==> config.mk <==
export PLATFORM = sky130hd
export DESIGN_NAME = cdb_arbiter
export DESIGN_NICKNAME = d
export VERILOG_FILES = /design/src/rtl/cdb_arbiter.sv
export SDC_FILE = /design/constraint.sdc
export NUM_CORES = 1
export LEC_CHECK = 0
export ABC_AREA = 1
export CAP_MARGIN = 10
export CORE_ASPECT_RATIO = 0.6
export CORE_UTILIZATION = 52
export CTS_CLUSTER_DIAMETER = 60
export DETAILED_ROUTE_END_ITERATION = 6
export PLACE_DENSITY = 0.85
export SYNTH_ARGS = -nofsm -noshare
export SYNTH_HDL_FRONTEND = slang
export SYNTH_SLANG_ARGS = --single-unit
==> constraint.sdc <==
create_clock -name clk -period 3.3 [get_ports clk]
set_input_delay 0.495 -clock clk [delete_from_list [all_inputs] [get_ports clk]]
set_output_delay 0.495 -clock clk [all_outputs]
set_load 0.005 [all_outputs]
==> src/rtl/cdb_arbiter.sv <==
// ---------------------------------------------------------------------------
// cdb_arbiter
//
// Common Data Bus transmitter for the Tomasulo core. Each result source owns
// one holding register. Pending results are granted round-robin and driven
// onto the single CDB broadcast seen by the register status table and the
// reservation stations.
//
// Optional feature macro: CDB_BACK_TO_BACK_EN
//   undefined (default): a grant is only issued while the bus is idle, so the
//                        broadcast strobe always has a low cycle between two
//                        broadcasts (edge-capturing consumers).
//   defined            : a grant is also issued while broadcasting, so the
//                        strobe may stay high for consecutive results
//                        (level-sampling consumers only).
//
// Ports
//   clk                in   clock, all state changes on posedge
//   rst                in   synchronous, active-high reset
//   in_fu_valid        in   [N_FU]    source i offers a result
//   out_fu_ready       out  [N_FU]    source i result accepted at this edge
//   in_fu_tag          in   [5*N_FU]  tag of source i at [5i+4:5i]
//   in_fu_val          in   [32*N_FU] value of source i at [32i+31:32i]
//   out_CDB_broadcast  out  1         high one cycle per broadcast
//   out_CDB_tag        out  5         broadcast tag (holds last value)
//   out_CDB_val        out  32        broadcast value (holds last value)
//   out_drop           out  1         pulse: an INVALID_TAG result was discarded
//   out_dbg_state      out  1         FSM state (0 = IDLE, 1 = SEND)
//
// Handshake: a source transfers a result at a rising edge where both
// in_fu_valid[i] and out_fu_ready[i] are high. out_fu_ready[i] is high when
// the holding register is empty or is being granted this cycle (drain and
// refill in the same edge); it is held low while rst is high.
// ---------------------------------------------------------------------------
module cdb_arbiter #(
    parameter int         N_FU        = 4,
    parameter logic [4:0] INVALID_TAG = 5'b11111
) (
    input  logic                 clk,
    input  logic                 rst,
    input  logic [N_FU-1:0]      in_fu_valid,
    output logic [N_FU-1:0]      out_fu_ready,
    input  logic [5*N_FU-1:0]    in_fu_tag,
    input  logic [32*N_FU-1:0]   in_fu_val,
    output logic                 out_CDB_broadcast,
    output logic [4:0]           out_CDB_tag,
    output logic [31:0]          out_CDB_val,
    output logic                 out_drop,
    output logic                 out_dbg_state
);

    localparam int             PW     = $clog2(N_FU);
    localparam logic [PW:0]    N_FU_W = (PW+1)'(N_FU);

    typedef enum logic {
        ST_IDLE = 1'b0,
        ST_SEND = 1'b1
    } state_t;

    state_t            state_q, state_d;

    logic [N_FU-1:0]   hold_v_q, hold_v_d;
    logic [4:0]        hold_tag_q [N_FU];
    logic [4:0]        hold_tag_d [N_FU];
    logic [31:0]       hold_val_q [N_FU];
    logic [31:0]       hold_val_d [N_FU];

    logic [PW-1:0]     rr_ptr_q, rr_ptr_d;
    logic [4:0]        cdb_tag_q, cdb_tag_d;
    logic [31:0]       cdb_val_q, cdb_val_d;
    logic              drop_q, drop_d;

    logic              grant_en;
    logic [N_FU-1:0]   grant;
    logic              grant_any;
    logic [PW-1:0]     grant_idx;
    logic [PW:0]       cand;
    logic [N_FU-1:0]   ready;

`ifdef CDB_BACK_TO_BACK_EN
    assign grant_en = 1'b1;
`else
    // Gap rule: no grant while the strobe is high.
    assign grant_en = (state_q == ST_IDLE);
`endif

    // Round-robin search starting at rr_ptr, wrapping modulo N_FU.
    always_comb begin
        grant     = '0;
        grant_any = 1'b0;
        grant_idx = '0;
        cand      = '0;
        for (int k = 0; k < N_FU; k++) begin
            cand = {1'b0, rr_ptr_q} + (PW+1)'(k);
            if (cand >= N_FU_W) begin
                cand = cand - N_FU_W;
            end
            if (grant_en && !grant_any && hold_v_q[cand[PW-1:0]]) begin
                grant_any                = 1'b1;
                grant[cand[PW-1:0]]      = 1'b1;
                grant_idx                = cand[PW-1:0];
            end
        end
    end

    // Holding registers, acceptance and drop detection.
    always_comb begin
        hold_v_d   = hold_v_q;
        hold_tag_d = hold_tag_q;
        hold_val_d = hold_val_q;
        drop_d     = 1'b0;
        ready      = '0;
        for (int i = 0; i < N_FU; i++) begin
            ready[i] = !rst && (!hold_v_q[i] || grant[i]);
            if (grant[i]) begin
                hold_v_d[i] = 1'b0;
            end
            if (in_fu_valid[i] && ready[i]) begin
                if (in_fu_tag[5*i +: 5] == INVALID_TAG) begin
                    drop_d = 1'b1;
                end else begin
                    hold_v_d[i]   = 1'b1;
                    hold_tag_d[i] = in_fu_tag[5*i +: 5];
                    hold_val_d[i] = in_fu_val[32*i +: 32];
                end
            end
        end
    end

    // Pointer and broadcast payload registers follow the grant.
    always_comb begin
        rr_ptr_d  = rr_ptr_q;
        cdb_tag_d = cdb_tag_q;
        cdb_val_d = cdb_val_q;
        if (grant_any) begin
            rr_ptr_d  = (grant_idx == PW'(N_FU-1)) ? '0 : grant_idx + 1'b1;
            cdb_tag_d = hold_tag_q[grant_idx];
            cdb_val_d = hold_val_q[grant_idx];
        end
    end

    // FSM next state. In SEND a grant can only exist in back-to-back mode.
    always_comb begin
        state_d = state_q;
        case (state_q)
            ST_IDLE: state_d = grant_any ? ST_SEND : ST_IDLE;
            ST_SEND: state_d = grant_any ? ST_SEND : ST_IDLE;
            default: state_d = ST_IDLE;
        endcase
    end

    // FSM state register plus datapath registers.
    always_ff @(posedge clk) begin
        if (rst) begin
            state_q   <= ST_IDLE;
            hold_v_q  <= '0;
            rr_ptr_q  <= '0;
            cdb_tag_q <= INVALID_TAG;
            cdb_val_q <= '0;
            drop_q    <= 1'b0;
            for (int i = 0; i < N_FU; i++) begin
                hold_tag_q[i] <= INVALID_TAG;
                hold_val_q[i] <= '0;
            end
        end else begin
            state_q    <= state_d;
            hold_v_q   <= hold_v_d;
            rr_ptr_q   <= rr_ptr_d;
            cdb_tag_q  <= cdb_tag_d;
            cdb_val_q  <= cdb_val_d;
            drop_q     <= drop_d;
            hold_tag_q <= hold_tag_d;
            hold_val_q <= hold_val_d;
        end
    end

    // FSM outputs: the strobe is exactly the SEND state.
    always_comb begin
        out_CDB_broadcast = (state_q == ST_SEND);
        out_dbg_state     = state_q;
        out_CDB_tag       = cdb_tag_q;
        out_CDB_val       = cdb_val_q;
        out_drop          = drop_q;
        out_fu_ready      = ready;
    end

endmodule

==> flow_metrics.py <==
metrics = {
    "power": {
        "p_per_area_mw_per_mm2": 913.2,
        "p_leak_nw": 6.635,
        "peakVddDrop_mv": 0.8235,
        "power_mw": 11.32,
    },
    "sta": {
        "max_slew_margin": 0.4375,
        "whs_ns": 0.4715,
        "fmax_mhz": 317.3,
        "min_period_ns": 3.152,
        "tightest_slew_ns": 0.8406,
        "fin_skew_ns": 0.01460,
        "layout_worst_path_cycle_share": 0.9551,
        "hold_viol": 0,
        "slew_viol_final": 0,
        "setup_viol": 0,
    },
    "worst_setup_path": {
        "critPathArrivalTime_ns": 2.66,
        "cp_max_fo": 8,
        "cp_slowest_cell": "clkdlybuf4s50_1",
        "endpoint_kind": "primary output",
        "critical_path_buf_inv_count": 4,
        "crit_type": "reg2out",
        "cp_common_cell": "inv_2",
        "max_stage_delay_ns": 0.53,
        "cp.required_ns": 2.80,
        "crit_path_start_kind": "flip-flop",
        "crit_family": "buffers and inverters",
        "path_cells": "inv_2 -> ha_4 -> inv_2 -> nand3_1 -> nand2_2 -> nand4_4 -> nor2_4 -> buf_4 -> nand2_1 -> a21oi_1 -> clkdlybuf4s50_1",
    },
    "clock_network": {
        "cts_root_buf": "clkbuf_16",
        "clock_tree.htree_level_count": 4,
        "clock_sinks": 193,
        "insertion_delay_ns": 0.44,
        "cts_buffer_depth": 2,
        "clk_pin_slew_ns": 0.07,
        "hold_buffers": 0,
        "tritoncts": "yes",
        "cts_buffers": 17,
    },
    "placed_design": {
        "port_buffers": 197,
        "place.gp.congestion": 0.8565,
        "dpl_cell_area_sq_mm": 0.01174,
        "hpwl_um": 20120,
    },
    "route": {
        "drc": 0,
        "viasPerCell": 5.019,
        "wl_per_cell_um": 14.80,
        "drt_iter0_drc": 1054,
        "wl_um": 28940,
        "first_pass_iters": 7,
        "vias": 9812,
        "detail-route-antenna-nets": 0,
    },
    "logic_synthesis": {
        "synth_nets": 1713,
        "synthTopCellsByArea": "dfxtp_1 40%, nand2_1 18%, nand3_1 11%, nor2_1 10%, inv_1 9.1%",
        "syn_avg_cell_area_sq_um": 6.213,
        "yosysTopAreaCell": "dfxtp_1",
        "synth_cell_types": 26,
        "synth_top_area_frac": 0.4002,
        "yosysWarnings": 0,
        "syn_area_sq_mm": 0.009656,
        "syn_inst": 1554,
        "ys_seq_elements": 193,
        "ys_seq_area_frac": 0.4002,
    },
    "cells_and_area": {
        "area_delta_synth_final_pct": 28.43,
        "n_antenna_cell": 0,
        "num-fill-cells": 1545,
        "drive_above_1_share": 0.04606,
        "final_net_count": 1863,
        "design_area_sq_mm": 0.01240,
    },
    "grt": {
        "grt_pass1_wl_um": 44870,
        "antenna_found_initial": 0,
        "grt_overflow": 0,
        "grt_pass1_vias": 8652,
        "track_usage": 0.3065,
        "grt_max_degree": 77,
    },
    "floorplan": {
        "num_rows": 38,
        "dieArea_sq_mm": 0.01914,
        "ios": 198,
        "die_h_um": 107.6,
        "die_width_um": 177.9,
        "coreArea_sq_mm": 0.01811,
        "start_util": 0.5330,
    },
    "worst_hold_path": {
        "hold_path_class": "reg2reg",
    },
    "job": {
        "cap_violations": 0,
    },
    "status": {
        "status": "complete, no violations",
    },
}
[final timing paths]
check	from	end	slack, ns	cells past startpoint
setup / recovery	flip-flop	out_fu_ready[1]	0.15	11
hold / removal	hold_tag_q[7]$_SDFFE_PP1P_	hold_tag_q[7]$_SDFFE_PP1P_	0.47	2
hold reg to reg	hold_tag_q[7]$_SDFFE_PP1P_	hold_tag_q[7]$_SDFFE_PP1P_	0.47	2
setup reg to reg	flip-flop	out_CDB_val[22]$_SDFFE_PP0P_	0.61	16
[flip-flops by register name, summed over array words and instances (netlist names), named ones only]
| name | cells |
|---|---|
| hold_val_q | 128 |
| out_CDB_val | 32 |
| hold_tag_q | 20 |
| out_CDB_tag | 5 |
| hold_v_q | 4 |
| out_CDB_broadcast | 1 |
| out_drop | 1 |
| rr_ptr_q | 1 |
[stage by stage]
stage                     setup WS (ns)   TNS [ns]    util  std cells
after global placement           0.2210          0  0.6482       1922
after floorplan                  0.9092          0       -       1554
after detailed placement         0.2674          0  0.6482       1922
after global routing          -0.009581  -0.009581  0.6846       1955
final                            0.1481          0  0.6846       1955
after CTS                       0.09983          0  0.6830       1953
[layer usage]
layer  GRT usage  wire length (um)
met1      0.4725             14340
met2      0.4213             11400
met3     0.08298              3056
met4     0.05067               140
met5           0                 0
[power by group]
part	switching (mW)	internal, mW	total [mW]
Combinational	4.07	2.18	6.26
Clock	0.883	1.28	2.16
Sequential	0.178	2.73	2.90
[cell type report]
cell class	instances	area, sq um	share of cell area
clock buffer	20	446.7	0.03602
clock inverter	10	157.7	0.01271
inverter	236	890.9	0.07184
multi-input combinational	1033	4508	0.3635
sequential	193	3867	0.3119
tap	240	300.3	0.02422
timing repair buffer	223	2230	0.1798
[synth_stat cells, drive strengths merged]
cell	number
and3	8
nand3	214
a221oi	1
a21oi	4
nand4	15
inv	236
ha	5
nand2	463
nor2	269
dfxtp	193
nor3	5
clkbuf	28
nand3b	10
o21ai	39
buf	64
[worst register-to-register path: cells and delay by family (launching register included)]
kind,cells,cell delay (ns)
flip-flops,1,0.39
buffers and inverters,6,0.80
adder cells (fa/ha/maj),1,0.28
AND/OR/NAND/NOR,9,1.12
[cells in the final DEF (no fill, tap or decap)]
cell,n
nand4_1,10
buf_4,21
clkdlybuf4s50_1,197
nand2_4,1
dfxtp_4,1
clkbuf_16,17
bufinv_16,4
nand2_2,7
nand3_4,1
ha_4,1
o21ai_4,1
ha_1,4
buf_12,5
a221oi_1,1
inv_1,232
nor2_4,2
nand4_4,5
inv_6,3
o21ai_0,38
nand3_1,212
nand3_2,1
inv_2,3
dfxtp_1,192
nand2_1,455
nor3_1,5
clkbuf_1,2
and3_1,8
a21oi_1,4
clkinv_2,4
nor2_1,266
clkbuf_8,1
nand3b_1,10
nor2_2,1
[timing repair]
action,CTS,global route
setup endpoints to repair,4,1
pin swaps,1,1
gates resized for setup,5,2
setup buffers,1,2
[cell families after synthesis]
kind of cell	share of synthesized area
fa+ha+maj	0.006479
flops	0.4002
simple gates	0.4309
compound gates	0.02358
buf+inv	0.1389
Note: power is estimated with default switching activity, not from simulation.
==> RTL change (config.mk and constraints unchanged) <==
The option `CDB_BACK_TO_BACK_EN` is turned on by a define.
--- a/src/rtl/cdb_arbiter.sv
+++ b/src/rtl/cdb_arbiter.sv
@@ -32,6 +32,8 @@
 // the holding register is empty or is being granted this cycle (drain and
 // refill in the same edge); it is held low while rst is high.
 // ---------------------------------------------------------------------------
+`define CDB_BACK_TO_BACK_EN
+
 module cdb_arbiter #(
     parameter int         N_FU        = 4,
     parameter logic [4:0] INVALID_TAG = 5'b11111
Function: changed (a bounded check fails within 4 cycles, from zero or initial values and one cycle with rst high).
==> RTL change against the original RTL <==
  * Via count increased by 2.9%
  * Area after synthesis is 0.22% higher
  * Routed wire length grew 4.8%
  * Total power is 8.4% higher
  * Worst setup slack improved by 0.0040 ns
  * Final area is 1.3% higher
  * Fmax up 0.13%
  * Largest cell class unchanged
  * Largest power group unchanged
  * Sequential cell count stayed put
  * First-iteration DRC count grew 25%
  * Highest routed layer is now met5
  * Die area increased by 0.21%
==> RTL change: results (changes against the original RTL) <==
Among all flip-flop cells after synthesis, the most frequent one is dfxtp_1. The endpoint identified for the worst register-to-register timing path is out_CDB_val[23]. The detailed route wirelength on metal3 came out at 3866 µm (+27%). The portion of the post-synthesis area used by sequential elements came out at 39.93% (-0.088 points).

The count of cell types in the netlist is 25 (-3.8%). The number of H-tree levels is 4 (unchanged). The number of iterations in the first detailed-routing pass came out at 6 (-1).

The run finished with clean final reports. After synthesis, the cell types taking the most area are dfxtp_1 40%, nand2_1 18%, nand3_1 11%, nor2_1 10%, inv_1 9.1%. The library cell contributing the largest single delay on the critical path is clkdlybuf4s50_1. The initial antenna violation count came out at 1 (+1).

The net count after synthesis is 1,717 (+0.23%). The count of inserted antenna diode cells is 0 (unchanged). The final hold slack came out at 0.4737 ns (+0.002246 ns). The routed wire length is 30,330 µm (+4.8%). The number of global-route vias before repair is 9,142 (+5.7%).

The number of flip-flops in the largest register was 128 (unchanged). The largest driver fanout on the critical path came out at 6 (-2). The slack of the worst reg-to-reg path was 0.59 ns (-0.02 ns).

The worst stage delay on the critical path is 0.52 ns. The routed length on met2 came out at 12,050 µm (+5.7%). The total global-route track usage came out at 32.48% (+1.8 points). The count of routing violations after the opening detailed-route iteration is 1,317 (+25%). Sorting the synthesized cells by how often they occur yields 458 x nand2_1, 262 x nor2_1, 234 x inv_1. The register with the most flip-flops in the final layout is hold_val_q.

The clock latency reported for the late side of the worst-skew pair came out at 0.44 ns (about the same). The number of standard cells after synthesis is 1,557 (+0.19%). The data arrival time of the critical path was 2.65 ns (about the same). The tree is rooted in a clkbuf_16. The maximum number of pins on one net before global-route repair came out at 100 (+30%). The worst hold path stage count is 2 (unchanged). The total instance count after detailed placement is 1,932 (+0.52%). The final standard cell count with taps included and fillers excluded came out at 1,966 (+0.56%). The maximum clock insertion buffer count came to 2 (unchanged). The routability-driven placement congestion ratio came to 0.9210 (+7.5%).

The clock skew is 0.006666 ns (-0.007933 ns). The terminating pin of the worst hold path is hold_tag_q[14]. The estimated wirelength of the detail-placed design is 20,830 µm (+3.6%).

The leakage power figure is 0.006729 µW (+1.4%). The top routing layer in use is met5. The transition time at the pin with the least slew margin is 0.6877 ns (-0.1528 ns). The quantity of I/O buffers inserted on ports was 197 (unchanged). The wire length of the first global-routing pass came out at 47,670 µm (+6.2%). The cell depth of the worst flop-to-flop path is 15 (-1).

The number of warnings issued by yosys is 0 (unchanged). The met1 routed wirelength after detailed routing is 14,160 µm (-1.3%). The average via count per standard cell is 5.138 (+2.4%). The fraction of layout instances using a drive strength above 1 came out at 5.041% (+0.43 points). The maximum vdd ir drop is 0.5467 mV (-34%).

The startpoint identified for the worst register-to-register timing path is rr_ptr_q[1]. The startpoint of the tightest hold check path is hold_tag_q[14].
==> RTL change: cell types whose count changed in the layout (fill, tap and decap cells not counted), sizes merged, moves of 4 or more <==
cell	delta
nand4	+7
buf	+6
nand3	+5
nor2	-5
nor3	-5
o21ai	-4
==> RTL change: repair_timing <==
action,in CTS,in global routing
pin swaps,1,2
endpoints found under the setup margin,4,4
gates resized for setup,3,3
gates cloned,0,0
setup buffers,1,1
==> RTL change: routing by layer <==
layer	vias up	GRT usage, %
li1	5024	-
met1	4580	48.34
met2	472	45.30
met3	23	10.20
met4	2	6.105
met5	-	0
==> RTL change: worst max-delay path by stage <==
stage / to / cells after the start / from / slack [ns]
after detailed placement: out_fu_ready[3] / 12 / rr_ptr_q[1] / 0.26
final: out_fu_ready[3] / 12 / rr_ptr_q[1] / 0.15
after global routing: out_fu_ready[3] / 12 / rr_ptr_q[1] / 0.02
after floorplan: out_fu_ready[0] / 11 / register / 0.94
after global placement: out_fu_ready[3] / 12 / rr_ptr_q[1] / 0.33
after CTS: out_fu_ready[3] / 12 / rr_ptr_q[1] / 0.03
==> RTL change: cell type report <==
cell class                      instances  area (µm²)
Tap cell                              240       300.3
Multi-Input combinational cell       1035        4531
Clock buffer                           20       446.7
Fill cell                            1520        5607
Timing Repair Buffer                  229        2312
Inverter                              237       894.6
Clock inverter                         12       203.9
Sequential cell                       193        3867
==> RTL change: logic make-up after synthesis <==
family,after synthesis,synth area share (%)
buffers and inverters,329,13.93
AOI/OAI and AO/OA,44,2.315
DFF,193,39.93
adders and majority gates,6,0.7758
and+or+nand+nor,984,42.97
xor gates and xnor gates,1,0.09053
==> RTL change: stage by stage <==
stage	setup slack, ns	area (µm²)
final	0.1521	12560
after global routing	0.01979	12560
after CTS	0.03397	12530
after detailed placement	0.2647	11870
after global placement	0.3293	11870
after floorplan	0.9411	9677
==> RTL change: worst max-delay path: cells and delay by family (launching register included) <==
kind | cells | cell delay, ns
fa+ha+maj | 1 | 0.31
simple gates | 6 | 0.63
buf+inv | 5 | 0.90
flops | 1 | 0.38
==> RTL change: where the power goes <==
| group | leakage (µW) | switching, µW | internal (µW) |
|---|---|---|---|
| logic | 0.00482 | 4560 | 2460 |
| clock network | 0.000313 | 936 | 1370 |
| registers | 0.00159 | 193 | 2750 |
